`src/rtl/irrigation_elapsed_timer_pkg.sv`:
```
// -----------------------------------------------------------------------------
// irrigation_elapsed_timer_pkg
// Shared constants for the irrigation elapsed-time counter: the largest value
// of each BCD digit of the MM:SS display and the width of each digit field.
// No ports (package).
// -----------------------------------------------------------------------------
package irrigation_elapsed_timer_pkg;

    // Largest value each digit may hold before it wraps to 0
    localparam int SEC_U_MAX = 9;
    localparam int SEC_D_MAX = 5;
    localparam int MIN_U_MAX = 9;
    localparam int MIN_D_MAX = 3;

    // Digit field widths
    localparam int SEC_U_W = 4;
    localparam int SEC_D_W = 3;
    localparam int MIN_U_W = 4;
    localparam int MIN_D_W = 2;

endpackage : irrigation_elapsed_timer_pkg

```
`src/rtl/irrigation_elapsed_timer_bcd_digit_counter.sv`:
```
// -----------------------------------------------------------------------------
// bcd_digit_counter
// One digit of a decimal/sexagesimal carry chain. Counts 0..MAX on each
// increment and wraps to 0, raising carry on the increment that wraps.
//
// Ports:
//   clk    in   system clock, rising edge
//   rst_n  in   asynchronous active-low reset
//   clear  in   synchronous clear, priority over inc
//   inc    in   advance the digit by one on this edge
//   value  out  current digit value
//   carry  out  inc AND value==MAX (combinational)
// -----------------------------------------------------------------------------
module bcd_digit_counter #(
    parameter int MAX = 9,
    parameter int W   = 4
) (
    input  logic         clk,
    input  logic         rst_n,
    input  logic         clear,
    input  logic         inc,
    output logic [W-1:0] value,
    output logic         carry
);

    localparam logic [W-1:0] MAX_V = W'(MAX);

    logic [W-1:0] r_value;

    // ">=" rather than "==" so an out-of-range value recovers to 0 on the
    // next increment instead of running on through illegal codes.
    always_ff @(posedge clk or negedge rst_n) begin
        if (!rst_n) begin
            r_value <= '0;
        end else if (clear) begin
            r_value <= '0;
        end else if (inc) begin
            r_value <= (r_value >= MAX_V) ? '0 : r_value + W'(1);
        end
    end

    assign value = r_value;
    assign carry = inc & (r_value == MAX_V);

endmodule : bcd_digit_counter

```
`src/rtl/irrigation_elapsed_timer.sv`:
```
// -----------------------------------------------------------------------------
// irrigation_elapsed_timer
// Elapsed time of an irrigation cycle as MM:SS BCD, 00:00 .. 39:59. The system
// clock is divided down to one counted second every TICK_DIV enabled clocks;
// the count saturates at 39:59 until cleared.
//
// Parameters:
//   TICK_DIV    system clocks per counted second (>= 2)
//   PRESCALE_W  prescaler width, 2**PRESCALE_W >= TICK_DIV
//
// Ports:
//   clk            in   system clock, rising edge
//   rst_n          in   asynchronous active-low reset
//   timer_clear    in   synchronous clear from the timer reset logic
//   count_en       in   irrigation on; counting advances only while high
//   seconds_u      out  seconds units 0..9
//   seconds_d      out  seconds tens 0..5
//   minutes_u      out  minutes units 0..9
//   minutes_d      out  minutes tens 0..3
//   second_tick    out  one-cycle pulse after each edge the time advanced
//   limit_reached  out  high while the display reads 39:59
// -----------------------------------------------------------------------------
module irrigation_elapsed_timer
    import irrigation_elapsed_timer_pkg::*;
#(
    parameter int TICK_DIV   = 50000000,
    parameter int PRESCALE_W = 26
) (
    input  logic               clk,
    input  logic               rst_n,
    input  logic               timer_clear,
    input  logic               count_en,
    output logic [SEC_U_W-1:0] seconds_u,
    output logic [SEC_D_W-1:0] seconds_d,
    output logic [MIN_U_W-1:0] minutes_u,
    output logic [MIN_D_W-1:0] minutes_d,
    output logic               second_tick,
    output logic               limit_reached
);

    localparam logic [PRESCALE_W-1:0] PRE_TERM = PRESCALE_W'(TICK_DIV - 1);

    logic [PRESCALE_W-1:0] r_prescale;
    logic                  r_second_tick;

    logic [SEC_U_W-1:0] w_su;
    logic [SEC_D_W-1:0] w_sd;
    logic [MIN_U_W-1:0] w_mu;
    logic [MIN_D_W-1:0] w_md;
    logic w_su_carry, w_sd_carry, w_mu_carry, w_md_carry;
    logic w_tick_edge, w_limit, w_su_inc;
    logic w_sd_bad, w_mu_bad, w_sd_clear, w_mu_clear;

    // The prescaler holds while count_en is low so a pause loses no partial
    // second; it keeps wrapping once the digits have saturated.
    always_ff @(posedge clk or negedge rst_n) begin
        if (!rst_n) begin
            r_prescale <= '0;
        end else if (timer_clear) begin
            r_prescale <= '0;
        end else if (count_en) begin
            r_prescale <= (r_prescale == PRE_TERM) ? '0 : r_prescale + PRESCALE_W'(1);
        end
    end

    assign w_tick_edge = count_en & ~timer_clear & (r_prescale == PRE_TERM);

    assign w_limit = (w_md == MIN_D_W'(MIN_D_MAX)) && (w_mu == MIN_U_W'(MIN_U_MAX)) &&
                     (w_sd == SEC_D_W'(SEC_D_MAX)) && (w_su == SEC_U_W'(SEC_U_MAX));

    assign w_su_inc = w_tick_edge & ~w_limit;

    // Higher digits only see inc through a carry, which an illegal lower digit
    // never produces, so an out-of-range digit is zeroed on any tick edge.
    assign w_sd_bad   = (w_sd > SEC_D_W'(SEC_D_MAX));
    assign w_mu_bad   = (w_mu > MIN_U_W'(MIN_U_MAX));
    assign w_sd_clear = timer_clear | (w_tick_edge & w_sd_bad);
    assign w_mu_clear = timer_clear | (w_tick_edge & w_mu_bad);

    bcd_digit_counter #(.MAX(SEC_U_MAX), .W(SEC_U_W)) u_sec_u (
        .clk(clk), .rst_n(rst_n), .clear(timer_clear),
        .inc(w_su_inc), .value(w_su), .carry(w_su_carry)
    );

    bcd_digit_counter #(.MAX(SEC_D_MAX), .W(SEC_D_W)) u_sec_d (
        .clk(clk), .rst_n(rst_n), .clear(w_sd_clear),
        .inc(w_su_carry), .value(w_sd), .carry(w_sd_carry)
    );

    bcd_digit_counter #(.MAX(MIN_U_MAX), .W(MIN_U_W)) u_min_u (
        .clk(clk), .rst_n(rst_n), .clear(w_mu_clear),
        .inc(w_sd_carry), .value(w_mu), .carry(w_mu_carry)
    );

    bcd_digit_counter #(.MAX(MIN_D_MAX), .W(MIN_D_W)) u_min_d (
        .clk(clk), .rst_n(rst_n), .clear(timer_clear),
        .inc(w_mu_carry), .value(w_md), .carry(w_md_carry)
    );

    // A carry out of the top digit would mean the display wrapped to 00:00;
    // saturation gating prevents it, and it must never be reported as a tick.
    always_ff @(posedge clk or negedge rst_n) begin
        if (!rst_n) begin
            r_second_tick <= 1'b0;
        end else begin
            r_second_tick <= w_su_inc & ~w_md_carry;
        end
    end

    assign seconds_u     = w_su;
    assign seconds_d     = w_sd;
    assign minutes_u     = w_mu;
    assign minutes_d     = w_md;
    assign second_tick   = r_second_tick;
    assign limit_reached = w_limit;

endmodule : irrigation_elapsed_timer

```
`config.mk`:
```
export PLATFORM = sky130hd
export DESIGN_NAME = irrigation_elapsed_timer
export DESIGN_NICKNAME = d
export VERILOG_FILES = /design/src/rtl/irrigation_elapsed_timer_pkg.sv /design/src/rtl/irrigation_elapsed_timer_bcd_digit_counter.sv /design/src/rtl/irrigation_elapsed_timer.sv
export SDC_FILE = /design/constraint.sdc
export NUM_CORES = 1
export LEC_CHECK = 0
export BUFFER_PORTS_ARGS = -buffer_cell sky130_fd_sc_hd__buf_2
export CORE_MARGIN = 2
export CORE_UTILIZATION = 56
export CTS_BUF_LIST = sky130_fd_sc_hd__clkbuf_4 sky130_fd_sc_hd__clkbuf_8
export CTS_CLUSTER_DIAMETER = 30
export CTS_CLUSTER_SIZE = 14
export DETAILED_ROUTE_END_ITERATION = 8
export PLACE_DENSITY_LB_ADDON = 0.1
export SLEW_MARGIN = 40
export SYNTH_ARGS = -nofsm -noshare
export SYNTH_HDL_FRONTEND = slang
export SYNTH_HIERARCHICAL = 1
export SYNTH_SLANG_ARGS = --single-unit
```
`constraint.sdc`:
```
create_clock -name clk -period 2.7 [get_ports clk]
set_input_delay 0.135 -clock clk [delete_from_list [all_inputs] [get_ports clk]]
set_output_delay 0.135 -clock clk [all_outputs]
set_load 0.005 [all_outputs]
```
After elaboration in Yosys (flattened, before gate mapping). Index checks and enable logic that the tools add are counted.

Bits in latches: 0. Input port bits: 4. Memories kept: 0. Logic and storage cells: 60. Bits in read-only memories: 0. Output and inout bits: 15. Bits in writable memories: 0. Register bits after elaboration: 40.

Muxes and demuxes: 15. Divide/modulo/power cells: 0. Eq/ne operators: 5. Bitwise logic cells: 15. Add/subtract/negate cells: 5. Shift operators: 0. Reductions and logical operators: 8. Magnitude comparators: 6. Multiply operators: 0.

Operators by type and width (count): 2-to-1 mux 26 bit (3); adder 26 x 1 -> 26 bit, second input constant (1); equality test 26 bit, second input constant (1); 2-to-1 mux 4 bit (6); bitwise AND 1 bit (10); nonzero test 2 bit (5); 2-to-1 mux 3 bit (3); adder 4 x 1 -> 4 bit, second input constant (2); equality test 4 bit, second input constant (2); greater-or-equal comparator 4 bit, second input constant (2); 2-to-1 mux 2 bit (3); > comparator 4 bit, second input constant (1); adder 3 x 1 -> 3 bit, second input constant (1); equality test 3 bit, second input constant (1); greater-or-equal comparator 3 bit, second input constant (1); > comparator 3 bit, second input constant (1); logical AND 1 bit (3); NOT 1 bit (3); adder 2 x 1 -> 2 bit, second input constant (1); equality test 2 bit, second input constant (1); greater-or-equal comparator 2 bit, second input constant (1); bitwise OR 1 bit (2).

Depth between registers and ports, before layout.
Depth after elaboration: 12. Mapped depth: 13. Depth with buffers taken out: 11.

Cells and area by module. Netlist, hierarchy kept.

By module, submodules not included: irrigation_elapsed_timer (times used 1, sequential area each 675.6 µm², area an instance 1749.2 µm², cells an instance 198); bcd_digit_counter (u_min_u ...) (times used 2, sequential area each 100.1 µm², area an instance 269.0 µm², cells an instance 27); bcd_digit_counter (u_sec_d) (times used 1, sequential area each 75.1 µm², area an instance 221.5 µm², cells an instance 19); bcd_digit_counter (u_min_d) (times used 1, sequential area each 50.0 µm², area an instance 106.4 µm², cells an instance 9).

Worst setup path before layout. OpenSTA, ideal clock, no wires.

Path type: register -> register. From: register r_prescale[8]. To: register u_min_d.r_value[0], in the netlist u_min_d/value[0]. Setup time: 0.073 ns. Data arrival time: 2.853 ns. Data required time: 2.627 ns. Slack: -0.226 ns. Path buffers: 3. Clock period less this slack: 2.926 ns. Cell stages (with the launch flop): 14. Cells stage by stage: dfrtp_1 buf_2 nor4b_1 and4_1 and2_1 nand2_1 nor3_1 buf_6 and4b_2 and3_1 buf_6 and4b_2 or3b_1 a21oi_2.

Longest elaborated chain between the ends: 7.

Ends and longest elaborated chain: start: declaration (line irrigation_elapsed_timer.sv:43) `logic [PRESCALE_W-1:0] r_prescale;`; start signal: assignment (line irrigation_elapsed_timer.sv:62) `r_prescale <= (r_prescale == PRE_TERM) ? '0 : r_prescale + PRESCALE_W'(1);`; equality test 26 bit (line irrigation_elapsed_timer.sv:66) `assign w_tick_edge = count_en & ~timer_clear & (r_prescale == PRE_TERM);`; bitwise AND 1 bit (line irrigation_elapsed_timer.sv:66); bitwise AND 1 bit (line irrigation_elapsed_timer.sv:71) `assign w_su_inc = w_tick_edge & ~w_limit;`; named net w_su_inc (line irrigation_elapsed_timer.sv:51) `logic w_tick_edge, w_limit, w_su_inc;`; bitwise AND 1 bit (line irrigation_elapsed_timer_bcd_digit_counter.sv:43) `assign carry = inc & (r_value == MAX_V);`; named net w_su_carry (line irrigation_elapsed_timer.sv:50) `logic w_su_carry, w_sd_carry, w_mu_carry, w_md_carry;`; bitwise AND 1 bit (line irrigation_elapsed_timer_bcd_digit_counter.sv:43); named net w_sd_carry (line irrigation_elapsed_timer.sv:50); bitwise AND 1 bit (line irrigation_elapsed_timer_bcd_digit_counter.sv:43); named net w_mu_carry (line irrigation_elapsed_timer.sv:50); nonzero test 2 bit (no source line); end signal: assignment (line irrigation_elapsed_timer_bcd_digit_counter.sv:38) `r_value <= (r_value >= MAX_V) ? '0 : r_value + W'(1);`; end: declaration (line irrigation_elapsed_timer_bcd_digit_counter.sv:28) `logic [W-1:0] r_value;`.

The timed path passes the listed nets, and every way through them passes these cells. A chain may end at the register's enable or synchronous reset.

Worst setup path after layout.
From: register r_prescale[20]. To: register u_min_d.r_value[0], in the netlist u_min_d/value[0].

The elaborated chain is that of the path after synthesis.

==> metrics.md <==
| Metric | Value |
|---|---|
| HP Class | `input pin to flip-flop` |
| Met1 usage | `41.0%` |
| First-pass GRT wire length | `10800 um` |
| CP startpoint kind | `flip-flop` |
| Number of port buffers | `18` |
| Top cell family by delay on the critical path | `simple AND/OR/NAND/NOR gates` |
| Reg-to-reg slack, setup | `0.12 ns` |
| Most Crowded Layer GR | `met1` |
| Count of cell types in the netlist | `50` |
| WHS Endpoint | `second_tick` |
| Final min period | `2.58 ns` |
| Yosys reg bits | `40` |
| Post-Route WL | `6470 um` |
| Worst path cell trace | `nand4_1 -> nor4_4 -> and2_4 -> nand2_2 -> nor3_2 -> and4b_2 -> and3_4 -> and4b_2 -> or3b_1 -> a21oi_2` |
| Total core area | `0.00441 sq mm` |
| Drt first pass iters | `5` |
| Pwr dens | `379 mW/mm^2` |
| P_leak | `1.35 nW` |
| Endpoints failing setup | `0` |
| R2R depth | `10` |
| Drt wl/cell | `17.3 um` |
| Syn_area_per_cell | `9.34 sq um` |
| Fmax | `387 MHz` |
| Synth Flop Type | `dfrtp_1` |
| Grt met2 use | `38.4%` |
| Ys Warns | `6` |
| Rel. slew slack | `60.0%` |
| Die width | `72.3 um` |
| Hold path start | `count_en` |
| Die span in y | `72.3 um` |
| Clock sink count | `40` |
| Final period utilization | `95.6%` |
| Crit path buf inv count | `0` |
| VDD IR max | `0.299 mV` |
| Antenna violations before repair | `0` |
| CTS Buffer Depth | `2` |
| CTS buffer count | `5` |
| Reg2reg end | `u_min_d/value[0]` |
| Met3 GRT Util | `5.28%` |
| Diodes inserted | `0` |
| Vias in the first global route | `2178` |
| Crit Path Max Fanout | `6` |
| Share of layout cells above drive strength 1 | `23.1%` |
| Setup Skew | `0.00616 ns` |
| Critical Path Sink Type | `flip-flop` |
| CP max stage delay | `0.42 ns` |
| Clk slew on worst S/H paths | `0.08 ns` |
| Post-synthesis sequential area ratio | `38.3%` |
| Starting density of the core | `59.2%` |
| Worst-skew pair later-pin latency | `0.30 ns` |
| Hold Fails Final Rpt | `0` |
| DP HPWL | `4470 um` |
| Async S/R FF share, synth | `100%` |
| Hold Crit Depth | `4` |
| Critical-path top delay cell | `dfrtp_1` |
| Post-CTS Setup Bufs | `0` |
| Required @ worst endpoint | `2.92 ns` |
| Detail Route Antenna Nets | `0` |
| WP data arrival | `2.81 ns` |
| Dpl ws | `0.0702 ns` |
| Outcome | `finished, final reports clean` |
| Overall Global Routing Usage | `26.7%` |
| Worst Max-Slew Pin Slew | `0.595 ns` |
| Setup Crit Path Kind | `flip-flop to flip-flop` |
| H-tree lvl count | `2` |
| CTS tree | `built` |
| Syn Inst Count | `280` |
| CTS root buffer | `clkbuf_8` |
| Iter 0 DRT Violations | `254` |
| Synthesized Nets | `294` |
| Vias | `2425` |
| Core Util, Final | `69.2%` |
| Max-cap check violation count | `0` |
| Grt ovf | `0` |
| Post-Synthesis Cell Area | `0.00262 sq mm` |
| Largest net degree at the start of global routing | `41` |
| IO Pins | `19` |
| RR Startpoint | `r_prescale[20]` |
| Synthesis-to-layout area growth | `16.7%` |
| Vias per cell | `6.50` |
| Floorplan row count | `24` |
| Max-slew violations | `0` |
| # DRC | `0` |
| Critical path's most frequent cell | `and4b_2` |
| Post-synth EDFFs | `0` |
| Global placement routability congestion | `0.924` |
| Final WS setup | `0.119 ns` |
| Die footprint | `0.00523 sq mm` |
| Nets | `334` |
[cell usage after synthesis (4+ instances only)]
cell,number,area share [%]
dfrtp_1,40,38
nand2_1,27,3.9
o21ai_0,19,3.6
nor3_1,13,2.5
a32o_1,12,4.6
a21oi_1,11,2.1
inv_1,11,1.6
ha_1,10,4.8
nand4_1,10,2.4
nor2_1,10,1.4
nand3_1,9,1.7
nor3b_1,9,2.6
nor4_1,8,1.9
and4_1,7,2.3
clkbuf_1,6,0.86
and2_1,5,1.2
nor4b_1,5,1.7
and3_1,4,0.96
or3_1,4,0.96
[how the worst max path moves through the flow]
stage              startpoint                to  slack, ns  cells past startpoint
2_1_floorplan   r_prescale[0]  u_min_d/value[0]      -0.15                     13
4_1_cts         r_prescale[0]  u_min_d/value[0]       0.06                     11
5_1_grt         r_prescale[0]  u_min_d/value[0]     -0.003                     11
6_report       r_prescale[20]  u_min_d/value[0]       0.12                     10
3_5_place_dp    r_prescale[0]  u_min_d/value[0]       0.07                     11
3_3_place_gp    r_prescale[0]  u_min_d/value[0]       0.17                     11
[metrics by stage]
| stage | setup TNS (ns) | power [mW] | instances | area [sq um] | hold slack (ns) |
|---|---|---|---|---|---|
| after floorplan | -0.146 | 0.642 | 280 | 2620 | -0.161 |
| after global placement | 0 | 0.673 | 364 | 2910 | 0.316 |
| after detailed placement | 0 | 0.674 | 364 | 2910 | 0.147 |
| after CTS | 0 | 1.16 | 373 | 3030 | 0.258 |
| after global routing | -0.00304 | 1.19 | 373 | 3050 | 0.230 |
| final | 0 | 1.16 | 373 | 3050 | 0.231 |
[routing by layer]
layer	vias up	wire length (um)
met4	0	85
met3	11	382
met2	85	2860
met1	1170	3140
li1	1159	-
met5	-	0
[sequential cells by signal, summed over array words and instances, names as in the netlist]
| register | flops |
|---|---|
| u_sec_d/value | 3 |
| u_sec_u/value | 4 |
| u_min_u/value | 4 |
| u_min_d/value | 2 |
| r_prescale | 26 |
| second_tick | 1 |
[power by group]
group | leakage [nW] | switching, mW | internal [mW]
combinational | 0.738 | 0.0449 | 0.0159
clock | 0.0586 | 0.209 | 0.284
sequential | 0.554 | 0.00163 | 0.601
total | 1.35 | 0.255 | 0.901
[final cells by class]
class                           instances  area (sq um)
Clock buffer                            6          76.3
Clock inverter                          2          35.0
Fill cell                             332          1360
Inverter                               11          41.3
Multi-Input combinational cell        214          1510
Sequential cell                        40          1000
Tap cell                               52          65.1
Timing Repair Buffer                   48           320
[worst register-to-register path, cell delays in order (launching register included)]
cell	delay [ns]
dfrtp_1	0.42
nand4_1	0.25
nor4_4	0.27
and2_4	0.20
nand2_2	0.06
nor3_2	0.14
and4b_2	0.25
and3_4	0.18
and4b_2	0.26
or3b_1	0.37
a21oi_2	0.12
[cells by family (layout without fill, tap and decap cells)]
group / Yosys count / in the layout / synth area share (%)
simple gates: 136 / 136 / 33.2
compound gates: 63 / 63 / 17.0
flops: 40 / 40 / 38.3
buf+inv: 26 / 67 / 4.93
fa+ha+maj: 10 / 10 / 4.78
xor+xnor: 3 / 3 / 1.00
mux: 2 / 2 / 0.766
[repair_timing]
| item | in CTS | in global routing |
|---|---|---|
| endpoints found under the setup margin | 0 | 1 |
| hold buffers | 1 | 0 |
| resized for setup | 0 | 6 |
| hold endpoints to repair | 40 | 0 |
[layout by cell type, fill, tap and decap left out, drive strengths merged, types with 4 or more instances in the layout]
cell type	count
a21oi	12
a32o	12
and2	5
and3	4
and4	7
buf	47
clkbuf	6
dfrtp	40
ha	10
inv	11
nand2	27
nand3	10
nand4	10
nor2	10
nor3	14
nor3b	9
nor4	11
nor4b	5
o21ai	20
or3	4
Power figures use the tool's default switching activity.
